$ cat src/rtl/memwr_arbiter.sv
// Single-owner arbiter for the playfield colour-write port: two handshaked streams
// (border init, row shift) plus a self-sequenced 4-cell piece-lock burst.
module memwr_arbiter #(
    parameter int BLOCKS_VERTICAL   = 12,
    parameter int BLOCKS_HORIZONTAL = 21,
    parameter int COORD_W           = 5,
    parameter int COLOR_W           = 3
) (
    input  logic               clk,
    input  logic               reset,
    input  logic               init_valid,
    input  logic               init_last,
    input  logic [COORD_W-1:0] init_x,
    input  logic [COORD_W-1:0] init_y,
    input  logic [COLOR_W-1:0] init_color,
    output logic               init_ready,
    input  logic               shift_valid,
    input  logic               shift_last,
    input  logic [COORD_W-1:0] shift_x,
    input  logic [COORD_W-1:0] shift_y,
    input  logic [COLOR_W-1:0] shift_color,
    output logic               shift_ready,
    input  logic               lock_req,
    input  logic [COORD_W-1:0] lock_x0,
    input  logic [COORD_W-1:0] lock_x1,
    input  logic [COORD_W-1:0] lock_x2,
    input  logic [COORD_W-1:0] lock_x3,
    input  logic [COORD_W-1:0] lock_y0,
    input  logic [COORD_W-1:0] lock_y1,
    input  logic [COORD_W-1:0] lock_y2,
    input  logic [COORD_W-1:0] lock_y3,
    input  logic [COLOR_W-1:0] lock_color,
    output logic               lock_done,
    output logic               wr_en,
    output logic [COORD_W-1:0] wr_x,
    output logic [COORD_W-1:0] wr_y,
    output logic [COLOR_W-1:0] wr_color,
    output logic               mem_busy,
    output logic               range_err
);
    localparam logic [COORD_W-1:0] MAX_X = COORD_W'(BLOCKS_VERTICAL);
    localparam logic [COORD_W-1:0] MAX_Y = COORD_W'(BLOCKS_HORIZONTAL);

    typedef enum logic [2:0] {IDLE, INIT, SHIFT, LOCK, DONE} state_t;

    state_t             state_reg, state_next;
    logic [1:0]         cnt_reg;
    logic [COORD_W-1:0] cell_x_reg [4];
    logic [COORD_W-1:0] cell_y_reg [4];
    logic [COLOR_W-1:0] lock_color_reg;
    logic [COORD_W-1:0] lock_x_in  [4];
    logic [COORD_W-1:0] lock_y_in  [4];

    logic               beat_fire;
    logic               beat_in_range;
    logic               lock_grant;
    logic [COORD_W-1:0] beat_x, beat_y;
    logic [COLOR_W-1:0] beat_color;

    assign lock_x_in[0] = lock_x0;
    assign lock_x_in[1] = lock_x1;
    assign lock_x_in[2] = lock_x2;
    assign lock_x_in[3] = lock_x3;
    assign lock_y_in[0] = lock_y0;
    assign lock_y_in[1] = lock_y1;
    assign lock_y_in[2] = lock_y2;
    assign lock_y_in[3] = lock_y3;

    // Grant priority is only evaluated in IDLE, which makes ownership non-preemptive.
    always_comb begin
        state_next = state_reg;
        beat_fire  = 1'b0;
        beat_x     = init_x;
        beat_y     = init_y;
        beat_color = init_color;
        case (state_reg)
            IDLE: begin
                if (init_valid)       state_next = INIT;
                else if (shift_valid) state_next = SHIFT;
                else if (lock_req)    state_next = LOCK;
            end
            INIT: begin
                beat_fire = init_valid;
                if (init_valid && init_last) state_next = IDLE;
            end
            SHIFT: begin
                beat_fire  = shift_valid;
                beat_x     = shift_x;
                beat_y     = shift_y;
                beat_color = shift_color;
                if (shift_valid && shift_last) state_next = IDLE;
            end
            LOCK: begin
                beat_fire  = 1'b1;
                beat_x     = cell_x_reg[cnt_reg];
                beat_y     = cell_y_reg[cnt_reg];
                beat_color = lock_color_reg;
                if (cnt_reg == 2'd3) state_next = DONE;
            end
            DONE:    state_next = IDLE;
            default: state_next = IDLE;
        endcase
    end

    assign beat_in_range = (beat_x < MAX_X) && (beat_y < MAX_Y);
    assign lock_grant    = (state_reg == IDLE) && (state_next == LOCK);

    assign init_ready  = (state_reg == INIT);
    assign shift_ready = (state_reg == SHIFT);
    assign lock_done   = (state_reg == DONE);
    assign mem_busy    = (state_reg != IDLE);

    always_ff @(posedge clk) begin
        if (!reset) begin
            state_reg      <= IDLE;
            cnt_reg        <= '0;
            wr_en          <= 1'b0;
            range_err      <= 1'b0;
            wr_x           <= '0;
            wr_y           <= '0;
            wr_color       <= '0;
            lock_color_reg <= '0;
            for (int i = 0; i < 4; i++) begin
                cell_x_reg[i] <= '0;
                cell_y_reg[i] <= '0;
            end
        end else begin
            state_reg <= state_next;
            wr_en     <= beat_fire && beat_in_range;
            range_err <= beat_fire && !beat_in_range;
            // Suppressed beats leave the write bus untouched so it always shows the last real write.
            if (beat_fire && beat_in_range) begin
                wr_x     <= beat_x;
                wr_y     <= beat_y;
                wr_color <= beat_color;
            end
            if (lock_grant) begin
                cnt_reg        <= '0;
                lock_color_reg <= lock_color;
                for (int i = 0; i < 4; i++) begin
                    cell_x_reg[i] <= lock_x_in[i];
                    cell_y_reg[i] <= lock_y_in[i];
                end
            end else if (state_reg == LOCK) begin
                cnt_reg <= cnt_reg + 2'd1;
            end
        end
    end
endmodule

$ cat config.mk
export PLATFORM = sky130hd
export DESIGN_NAME = memwr_arbiter
export DESIGN_NICKNAME = d
export VERILOG_FILES = /design/src/rtl/memwr_arbiter.sv
export SDC_FILE = /design/constraint.sdc
export NUM_CORES = 1
export LEC_CHECK = 0
export ABC_AREA = 1
export CORE_ASPECT_RATIO = 1.5
export CORE_MARGIN = 2
export CORE_UTILIZATION = 45
export DETAILED_ROUTE_END_ITERATION = 8
export PLACE_DENSITY_LB_ADDON = 0.1
export SLEW_MARGIN = 40
export SYNTH_ARGS = -nofsm -noshare
export SYNTH_HDL_FRONTEND = slang
export SYNTH_SLANG_ARGS = --single-unit
export TNS_END_PERCENT = 5
$ cat constraint.sdc
create_clock -name clk -period 8.7 [get_ports clk]
set_input_delay 1.74 -clock clk [delete_from_list [all_inputs] [get_ports clk]]
set_output_delay 1.74 -clock clk [all_outputs]
set_load 0.03 [all_outputs]
# --- Yosys cells after proc, flatten, opt, wreduce, memory -nomap -nowiden ---
# Memories as Yosys holds them, arrays and structs flattened. A register that Yosys moved wholly into a read port is not among the register bits.
# Cells that the tools add are included.
word_totals:
  ff_bits: 23
  latch_bits: 0
  ram_bits: 40
  romBits: 0
  in_bits: 76
  out_inout_bits: 19
  word_cells: 65
  n_memories: 2
classes:
  n_addsub: 1
  mul: 0
  n_div: 0
  magnitude_cmp: 2
  eq_ne: 6
  shift: 0
  n_mux: 27
  bitwise_logic: 9
  reduce_logical: 10
memory_table:
  columns: ["name", "words", "word_bits", "rd", "rd_ports_with_merged_regs", "wr", "line", "text"]
  rows:
  - ["cell_x_reg", 4, 5, 1, 1, 4, "48", "logic [COORD_W-1:0] cell_x_reg [4];"]
  - ["cell_y_reg", 4, 5, 1, 1, 4, "49", "logic [COORD_W-1:0] cell_y_reg [4];"]
op_table:
  columns: ["operator", "n"]
  rows:
  - ["2-to-1 mux 5 bit", 8]
  - ["one-hot mux 5 bit (2 select lines)", 2]
  - ["2-to-1 mux 3 bit", 6]
  - ["one-hot mux 3 bit (4 select lines)", 1]
  - ["== test 3 x 2 -> 1 bit (second input constant)", 3]
  - ["2-to-1 mux 2 bit", 4]
  - ["bitwise OR 1 bit", 8]
  - ["logical AND 1 bit", 6]
  - ["one-hot mux 3 bit (2 select lines)", 1]
  - ["less-than comparator 5 x 4 -> 1 bit (second input constant)", 1]
  - ["less-than comparator 5 bit (second input constant)", 1]
  - ["2-to-1 mux 1 bit", 4]
  - ["== test 3 x 1 -> 1 bit (second input constant)", 1]
  - ["== test 3 bit (second input constant)", 1]
  - ["logical NOT 3 bit", 1]
  - ["one-hot mux 1 bit (3 select lines)", 1]
  - ["nonzero test 3 bit", 1]
  - ["adder 2 x 1 -> 2 bit (second input constant)", 1]
  - ["== test 2 bit (second input constant)", 1]
  - ["OR reduction 2 bit", 1]
  - ["logical NOT 1 bit", 1]
  - ["inverter 1 bit", 1]

# --- Depth between registers and ports, before layout ---
# Gate-level depths: netlist of run 1.
logic_depth:
  depth_word: 10
  ltp_mapped: 16
  depth_no_buf: 15

# --- Least setup slack after synthesis of run 1 ---
# No wires, ideal clock.
synth_timing:
  kind: "input-to-reg"
  from: "in shift_valid"
  to: "mem cell_x_reg[0][0], enable pin"
  setup_time_ns: 0.451
  arrival_time_ns: 4.072
  required_time_ns: 8.249
  slack_ns: 4.178
  cell_stages: 5
  path_buffers: 0
  cell_sequence: "inv_1 -> o21ai_0 -> a21oi_1 -> inv_1 -> o21ai_1"
synth_rtl:
  columns: ["element", "line", "text"]
  rows:
  - ["start: declaration", "17", "input logic shift_valid,"]
  - ["end: declaration", "48", null]

# --- Final worst setup path of run 1 ---
layout_timing:
  from: "reg state_reg[1]"
  to: "out shift_ready"
layout_between:
  elab_chain_cells: 1
layout_lines:
  columns: ["element", "line", "text"]
  rows:
  - ["start: declaration", "46", "state_t state_reg, state_next;"]
  - ["start signal: assignment", "128", "state_reg <= state_next;"]
  - ["== test 3 x 2 -> 1 bit", "109", "assign shift_ready = (state_reg == SHIFT);"]
  - ["end: declaration", "22", "output logic shift_ready,"]
# No other way between the ends.

==> results of run 1 <==
cells by family (layout without fill, tap and decap cells):
group,count (synthesis),count (layout),synth area share [%]
compound gates,28,28,5.768
simple gates,211,211,27.73
flops,65,65,51.95
buf+inv,111,204,13.90
fa+ha+maj,1,1,0.3819
xor+xnor,1,1,0.2674
power by group:
group | total, mW | leakage, nW | internal (mW) | switching [mW]
Clock | 0.269 | 0.102 | 0.160 | 0.108
Sequential | 0.377 | 0.624 | 0.364 | 0.0130
Combinational | 0.193 | 1.26 | 0.0801 | 0.112
layer usage:
layer	up-vias	track usage [%]
met5	-	0
li1	1466	-
met2	69	34.18
met4	0	7.403
met1	1246	20.73
met3	9	4.567
cells in the mapped netlist:
cell type	n
nor2_4	1
a221oi_1	3
nand2_4	1
o221ai_2	1
buf_6	3
dfxtp_1	25
buf_2	10
xnor2_1	1
nand3_1	28
o21ai_1	3
nand3_4	1
buf_4	1
nand2_2	3
edfxtp_1	40
o221ai_1	1
nor3_1	3
inv_2	10
inv_1	82
clkinv_1	1
nor3_2	1
nand2_1	78
ha_1	1
nor2_1	81
a22oi_1	3
o21ai_0	8
clkbuf_1	4
nor2_2	2
a31oi_4	1
nand4_1	12
a21oi_1	8
layout make-up:
class                   instances  area, um2
fillers                       679       2696
flip-flops and latches         65       1702
multi-input cells             241       1132
repair buffers                 95      948.4
inverters                      93      349.1
clock buffers                  12      135.1
well taps                      80      100.1
clock inverters                 4      68.82
through the flow:
stage	hold WS, ps	setup slack [ps]
global placement	460.2	4604
floorplan	451.3	4178
global route	507.6	4561
detailed placement	469.2	4922
CTS	475.6	4662
finish	473.7	4689
tightest hold or removal path, delay by kind of cell, from the launching register on:
kind | cells | cell delay [ps]
DFF | 1 | 320
and+or+nand+nor | 1 | 80
buffers and inverters | 1 | 40
final timing paths:
path,slack [ps],end,start,cells after the start
worst min register to register,470,wr_x[4],wr_x[4],2
worst max register to register,6110,cell_x_reg[3][2],state_reg[1],8
worst max-delay path,4690,shift_ready,state_reg[1],3
worst min-delay path,470,wr_x[4],wr_x[4],2
==> flow_summary.json, run 1 <==
{
  "status": "completed",
  "ys_seq_area_share_pct": 51.95,
  "synth_top_area_share_pct": 36.67,
  "top_layer_used": "met4",
  "final_common_cell": "clkdlybuf4s50_1",
  "wl_per_cell_um": 12.02,
  "critPathTopFamily": "buffers and inverters",
  "crit_arrival_ps": 2270,
  "finalNonFillerCells": 590,
  "die_w_um": 73.66,
  "drv_slew": 0,
  "finalCritPeriodShare_pct": 46.11,
  "cts_resized": 0,
  "worst-path-buf-inv": 1,
  "clockBufferDepth": 2,
  "p_leak_nw": 1.983,
  "first_global_vias": 2653,
  "totalWireLength_mm": 7.094,
  "grt_pass1_wl_mm": 11.50,
  "vias": 2790,
  "drive_gt1_share_pct": 7.059,
  "m1WireLength_mm": 2.932,
  "worstPathCellList": "nand2_2, nor2_2, clkdlybuf4s50_1",
  "rsz0062_at_grt": "false",
  "antenna_found_initial": 0,
  "initial_core_util_pct": 45.93,
  "ir_worst_vdd_v": 0.00009340,
  "synth_seq_cells": 65,
  "fin_crit_ps": 4011,
  "hold_violations": 0,
  "syn-num-nets": 494,
  "fin_setup_tns_ps": 0,
  "crit_required_ps": 6960,
  "synth_largest_area_cell": "edfxtp_1",
  "h-tree-depth": 3,
  "clk_latency_ps": 340,
  "min_path_type": "reg -> reg",
  "critPathKind": "reg -> out",
  "fin_area_um2": 4436,
  "yosysWarnings": 0,
  "synth_cell_types": 30,
  "cts_root_buf": "clkbuf_8",
  "drc_errors": 0,
  "dr_wl_met3_um": 349,
  "worstMarginPinSlew_ps": 803.9,
  "critPathSlowestCell": "clkdlybuf4s50_1",
  "p_per_area_nw_per_um2": 189.0,
  "fin_skew_ps": 9.004,
  "slew-limit-headroom_pct": 46.24,
  "final_net_count": 582,
  "worstPathMaxFanout": 12,
  "syn_avg_cell_area_um2": 7.855,
  "synthTopCellsByArea": "edfxtp_1 37%, dfxtp_1 15%, inv_1 9.4%",
  "dp.cells": 574,
  "detail-route-antenna-nets": 0,
  "critPathMaxStageDelay_ps": 780,
  "synthCells": 417,
  "cts_setup_buffers": 0,
  "clock-sinks": 65,
  "drt-vias-per-instance": 4.729,
  "cap_violations": 0,
  "cts_made_buffers": 9,
  "overflow": 0,
  "die_h_um": 108.5,
  "grt_usage_pct": 18.91,
  "die_area_um2": 7992,
  "cp-end-kind": "primary output",
  "netlist_area_um2": 3276,
  "cts_hold_buf": 0,
  "io_pins": 95,
  "drt_iter0_markers": 111,
  "path_clk_slew_ps": 70,
  "final_cell_mix": "94 x clkdlybuf4s50_1, 82 x inv_1, 81 x nor2_1, 77 x nand2_1, 40 x edfxtp_1",
  "gp_congestion": 0.7937,
  "cp-start-kind": "flop",
  "synthToLayoutAreaGrowth_pct": 35.41,
  "setup_viol": 0,
  "dr.pass1.iters": 4,
  "insertedDiodeCount": 0,
  "power_mw": 0.8382,
  "tritoncts": "built",
  "wl_met2_mm": 3.724,
  "core_area_um2": 7132,
  "final_core_util_pct": 62.19,
  "hpwl_mm": 5.243,
  "fmax_ghz": 0.2493,
  "grt_max_degree": 47,
  "num_rows": 38,
  "port_buffers": 94,
  "dpl_cell_area_um2": 4232
}
Note: power is estimated with default switching activity, not from simulation.
==> run 2, diff against run 1 <==
--- a/config.mk
+++ b/config.mk
@@ -8,7 +8,7 @@
 export ABC_AREA = 1
 export CORE_ASPECT_RATIO = 1.5
 export CORE_MARGIN = 2
-export CORE_UTILIZATION = 45
+export CORE_UTILIZATION = 43
 export DETAILED_ROUTE_END_ITERATION = 8
 export PLACE_DENSITY_LB_ADDON = 0.1
 export SLEW_MARGIN = 40
==> constraint.sdc (replaced) <==
create_clock -name clk -period 3.25 [get_ports clk]
set_input_delay 0.65 -clock clk [delete_from_list [all_inputs] [get_ports clk]]
set_output_delay 0.65 -clock clk [all_outputs]
set_load 0.03 [all_outputs]
==> flow_summary.json, run 2 (synthesis results as in run 1) <==
{
  "cts_made_buffers": 9,
  "worstMarginPinSlew_ps": 735.3,
  "wl_per_cell_um": 11.54,
  "hpwl_mm": 5.170,
  "overflow": 0,
  "final_cell_mix": "94 x clkdlybuf4s50_1, 82 x inv_1, 81 x nor2_1, 78 x nand2_1, 40 x edfxtp_1",
  "clock-sinks": 65,
  "cts_hold_buf": 0,
  "initial_core_util_pct": 43.59,
  "p_comb_share_pct": 21.1,
  "critPathKind": "reg -> out",
  "vias": 2825,
  "r2r_slack_ps": 680,
  "seqPwrFrac_pct": 41.0,
  "grt_pass1_wl_mm": 11.66,
  "grt_max_degree": 47,
  "r2r-start": "state_reg[1]",
  "drt-vias-per-instance": 4.593,
  "ir_worst_vdd_v": 0.0003025,
  "io_pins": 95,
  "cp-end-kind": "primary output",
  "drive_gt1_share_pct": 8.187,
  "dpl_cell_area_um2": 4279,
  "switching_power_mw": 0.6877,
  "clkPwrFrac_pct": 38.0,
  "final_net_count": 585,
  "p_per_area_nw_per_um2": 540.5,
  "h-tree-depth": 3,
  "core_area_um2": 7515,
  "clk_latency_ps": 330,
  "drc_errors": 0,
  "totalWireLength_mm": 7.096,
  "first_global_vias": 2574,
  "fmax_ghz": 0.3402,
  "min_to": "wr_x[4]",
  "setup_viol": 0,
  "grt_usage_pct": 18.15,
  "cts_root_buf": "clkbuf_16",
  "final_common_cell": "clkdlybuf4s50_1",
  "cts_resized": 0,
  "final_core_util_pct": 60.89,
  "rsz0062_at_grt": "false",
  "hold_path.startpoint": "wr_x[4]",
  "path_clk_slew_ps": 50,
  "fin_area_um2": 4576,
  "drv_slew": 0,
  "cp-start-kind": "flop",
  "synthToLayoutAreaGrowth_pct": 39.69,
  "tritoncts": "built",
  "die_area_um2": 8347,
  "slew-limit-headroom_pct": 50.91,
  "cap_violations": 0,
  "pre_cts_ws_ps": 625.0,
  "swShare_pct": 27.81,
  "detail-route-antenna-nets": 0,
  "port_buffers": 94,
  "hold_depth": 2,
  "gp_congestion": 0.7905,
  "finalCritPeriodShare_pct": 90.45,
  "p_leak_nw": 2.032,
  "fin_setup_tns_ps": 0,
  "insertedDiodeCount": 0,
  "clockBufferDepth": 2,
  "min_path_type": "reg -> reg",
  "antenna_found_initial": 0,
  "num_rows": 39,
  "hold_violations": 0,
  "fin_crit_ps": 2940,
  "worst_slack_ps": 310.4,
  "fillCellCount": 721,
  "status": "completed",
  "fin_skew_ps": 6.353,
  "cts_setup_buffers": 0,
  "crit_required_ps": 2600,
  "die_w_um": 75.27,
  "worstPathMaxFanout": 12,
  "crit_arrival_ps": 2290,
  "drt_iter0_markers": 135,
  "p_int_mw": 1.785,
  "reg2reg_depth": 7,
  "die_h_um": 110.9,
  "dr.pass1.iters": 4,
  "reg2reg_to": "cell_x_reg[3][2]"
}
[run 2: changes by cell type in the layout (fill, tap and decap cells not counted), sizes merged]
cell and change:
buf +3, bufinv -1, clkbuf -3, clkinv +1, clkinvlp +3
[run 2: cell type report]
cell class              instances  area (um2)  share of cell area (%)
well taps                     102       127.6                   2.789
repair buffers                 98       970.9                   21.22
clock inverters                 7       71.32                   1.559
multi-input cells             241        1130                   24.69
flip-flops and latches         65        1702                   37.19
clock buffers                   9       225.2                   4.922
inverters                      93       349.1                   7.629
[run 2: critical path, stage by stage, from the launching register on]
cell             delay (ps)
dfxtp_1                 440
nand2_2                 220
nor2_2                  510
clkdlybuf4s50_1         790
[run 2: per-layer routing]
| layer | vias up | track usage, % | wire, um |
|---|---|---|---|
| met5 | - | 0 | 0 |
| met4 | 0 | 6.082 | 80 |
| met3 | 6 | 4.545 | 464 |
| met2 | 100 | 30.53 | 3693 |
| met1 | 1245 | 22.15 | 2858 |
| li1 | 1474 | - | - |
[run 2: metrics by stage]
stage	hold WS, ps	instances	power [mW]
detailed placement	452.6	599	1.551
global route	485.1	615	2.598
finish	456.6	615	2.473
floorplan	451.3	417	1.354
CTS	460.9	615	2.495
global placement	448.2	599	1.544
[run 2: power groups by stage]
stage	clock network (mW)	logic [mW]	registers [mW]
3_5_place_dp	0	0.521	1.03
2_1_floorplan	0	0.300	1.05
6_report	0.939	0.521	1.01
4_1_cts	0.956	0.525	1.01
3_3_place_gp	0	0.516	1.03
5_1_grt	0.998	0.578	1.02
[run 2: how the worst max path moves through the flow]
stage | to | cells after the start | start | slack [ps]
floorplan | cell_x_reg[0][0] | 7 | state_reg[0] | 640
global placement | shift_ready | 3 | state_reg[1] | 640
detailed placement | shift_ready | 3 | state_reg[1] | 620
CTS | shift_ready | 3 | state_reg[1] | 270
global route | shift_ready | 3 | state_reg[1] | 170
finish | shift_ready | 3 | state_reg[1] | 310
==> run 3, diff against run 2 <==
--- a/config.mk
+++ b/config.mk
@@ -10,6 +10,7 @@
 export CORE_MARGIN = 2
 export CORE_UTILIZATION = 43
 export DETAILED_ROUTE_END_ITERATION = 8
+export GPL_ROUTABILITY_DRIVEN = 0
 export PLACE_DENSITY_LB_ADDON = 0.1
 export SLEW_MARGIN = 40
 export SYNTH_ARGS = -nofsm -noshare
==> results of run 3 <==
Same layout as run 2: the final DEF is identical, and so are final timing and power.
==> variant (settings of run 3) <==
The 5 states of `state_t` get a one-hot encoding in 5 bits.
--- a/src/rtl/memwr_arbiter.sv
+++ b/src/rtl/memwr_arbiter.sv
@@ -41,7 +41,7 @@
     localparam logic [COORD_W-1:0] MAX_X = COORD_W'(BLOCKS_VERTICAL);
     localparam logic [COORD_W-1:0] MAX_Y = COORD_W'(BLOCKS_HORIZONTAL);
 
-    typedef enum logic [2:0] {IDLE, INIT, SHIFT, LOCK, DONE} state_t;
+    typedef enum logic [4:0] {IDLE = 5'b00001, INIT = 5'b00010, SHIFT = 5'b00100, LOCK = 5'b01000, DONE = 5'b10000} state_t;
 
     state_t             state_reg, state_next;
     logic [1:0]         cnt_reg;
Function: no difference found for any inputs over 10 cycles, from zero or initial values and one cycle with reset low; not proved beyond that.
==> variant against run 3 <==
Cell area increased by 3.0%. Routed wire length increased by 3.3%. Sequential share of layout area decreased by 0.22 points. Worst hold slack improved by 20 ps. Area after synthesis increased by 4.0%. Utilization increased by 0.60 points. Sequential cell count increased by 2. Clock skew decreased by 0.89 ps. Setup slack improved by 230 ps. Total power decreased by 8.3%. Die area increased by 3.9%. Critical endpoint unchanged. Largest cell class unchanged. Largest power group is now the clock network. Highest routed layer unchanged.
==> variant: results (changes against run 3) <==
Run status
  – Status: finished, final reports clean

Global route
  – Initial antenna violation count: 0 (unchanged)
  – First-pass GRT wire length: 12.5 mm (+7.2%)
  – Vias in the first global route: 2,745 (+6.6%)
  – Met2 Usage GRT: 31.1% (+0.53 points)
  – Met3 Use GR: 4.94% (+0.40 points)
  – GRT met1 Usage: 21.5% (-0.70 points)
  – GRT Resource Usage Total: 18.3% (+0.17 points)
  – Largest net degree at the start of global routing: 44 (-6.4%)

Place
  – DP Area: 4400 µm² (+2.8%)
  – Cells after DPL: 616 (+2.8%)
  – HPWL after DPL: 5.31 mm (+2.7%)

Clock network
  – CTS buffer count: 9 (unchanged)
  – Clock Tree Buf Depth: 2 (unchanged)
  – Post-CTS Resized: 0 (unchanged)
  – CTS clk-pin slew, worst paths: 50 ps (about the same)
  – Root Driver: clkbuf_16
  – Worst skew pair latency: 330 ps (about the same)
  – Postcts setup bufs: 0 (unchanged)
  – H-tree Lvls: 3 (unchanged)

Synth
  – Top cells by count, synth: nand2_1, inv_1, nor2_1, edfxtp_1, dfxtp_1
  – Ys async rst share: 0% (unchanged)
  – Cell variety after synth: 36 (+20%)
  – Synth area leaders: edfxtp_1, dfxtp_1, nand2_1
  – Post-synth EDFFs: 40 (unchanged)
  – Main synth FF type: edfxtp_1
  – Mean Syn Cell Area: 7.85 µm² (about the same)
  – Seq/Total Area, Yosys: 51.1% (-0.85 points)
  – Syn_nets: 511 (+3.4%)

Pwr
  – P_leak: 0.00211 µW (+3.8%)
  – VDD IR max: 0.000276 V (-8.7%)
  – Internal: 1760 µW (-1.7%)

Final layout
  – Layout fillers: 672 (-6.8%)
  – Nets: 602 (+2.9%)
  – Layout cell share with drive strength beyond 1: 9.06% (+0.87 points)
  – Fin cells: 632 (+2.8%)

Detailed routing
  – DR vias/cell: 4.54 (-1.2%)
  – First DRT Iteration DRCs: 111 (-18%)
  – Pre-antenna DRT Iters: 5 (+1)
  – Drt total wl: 7.33 mm (+3.3%)

Setup path
  – CP startpoint: state_reg[2]
  – CP max stage cell: clkdlybuf4s50_1
  – Largest stage delay on the critical path: 730 ps (-60 ps)
  – R2r worst-path depth: 10 (+3)
  – Crit path max fanout: 15 (+3)

Timing
  – Layout Skew: 5.47 ps (-0.887 ps)
  – Worst slew pin tran: 595 ps (-140 ps)

Min path
  – HP Class: reg2reg
  – Hold Crit Start: wr_x[4]
  – Worst hold path depth: 2 (unchanged)
variant: cell count changes in the layout (fill, tap and decap cells not counted), sizes merged, moves of 5 or more:
cell / change
nand2: +19
nor2: -9
o21ai: -5
o22ai: +5
variant: worst max-delay path: cells and delay by family, from the launching register on:
family                 cells  cell delay (ps)
flip-flops                 1              390
buffers and inverters      3             1030
AND/OR/NAND/NOR            2              310
variant: final timing paths:
check / to / slack (ps)
hold reg to reg: wr_x[4] / 480
setup reg to reg: wr_x[3] / 890
hold / removal: wr_x[4] / 480
setup / recovery: shift_ready / 540
variant: stage by stage:
stage | hold slack (ps) | worst slack [ps]
2_1_floorplan | 458 | 756
3_3_place_gp | 453 | 789
3_5_place_dp | 473 | 726
4_1_cts | 481 | 529
5_1_grt | 497 | 381
6_report | 476 | 540
variant: final cells by class:
class / instances / area, µm² / area share, %
multi-input cells: 254 / 1190 / 25.2
repair buffers: 99 / 991 / 21.0
well taps: 102 / 128 / 2.71
inverters: 94 / 353 / 7.49
clock buffers: 10 / 229 / 4.86
clock inverters: 6 / 81.3 / 1.73
flip-flops and latches: 67 / 1740 / 37.0
variant: kinds of logic after synthesis:
family	after synthesis	synth area share, %
DFF	67	51.1
buffers and inverters	113	14.1
xor gates and xnor gates	1	0.257
and+or+nand+nor	226	29.0
AOI/OAI and AO/OA	26	5.14
adders and majority gates	1	0.367
variant: power by group through the flow:
stage | logic (µW) | clock network [µW] | registers (µW)
finish | 296 | 1010 | 962
global route | 327 | 1070 | 966
CTS | 299 | 1030 | 962
detailed placement | 297 | 0 | 980
global placement | 293 | 0 | 979
floorplan | 154 | 0 | 984
variant: metal layers:
metal | part of all wire, % | wire, µm
met1 | 43 | 3150
met2 | 49 | 3610
met3 | 5.3 | 388
met4 | 2.4 | 178
met5 | 0 | 0
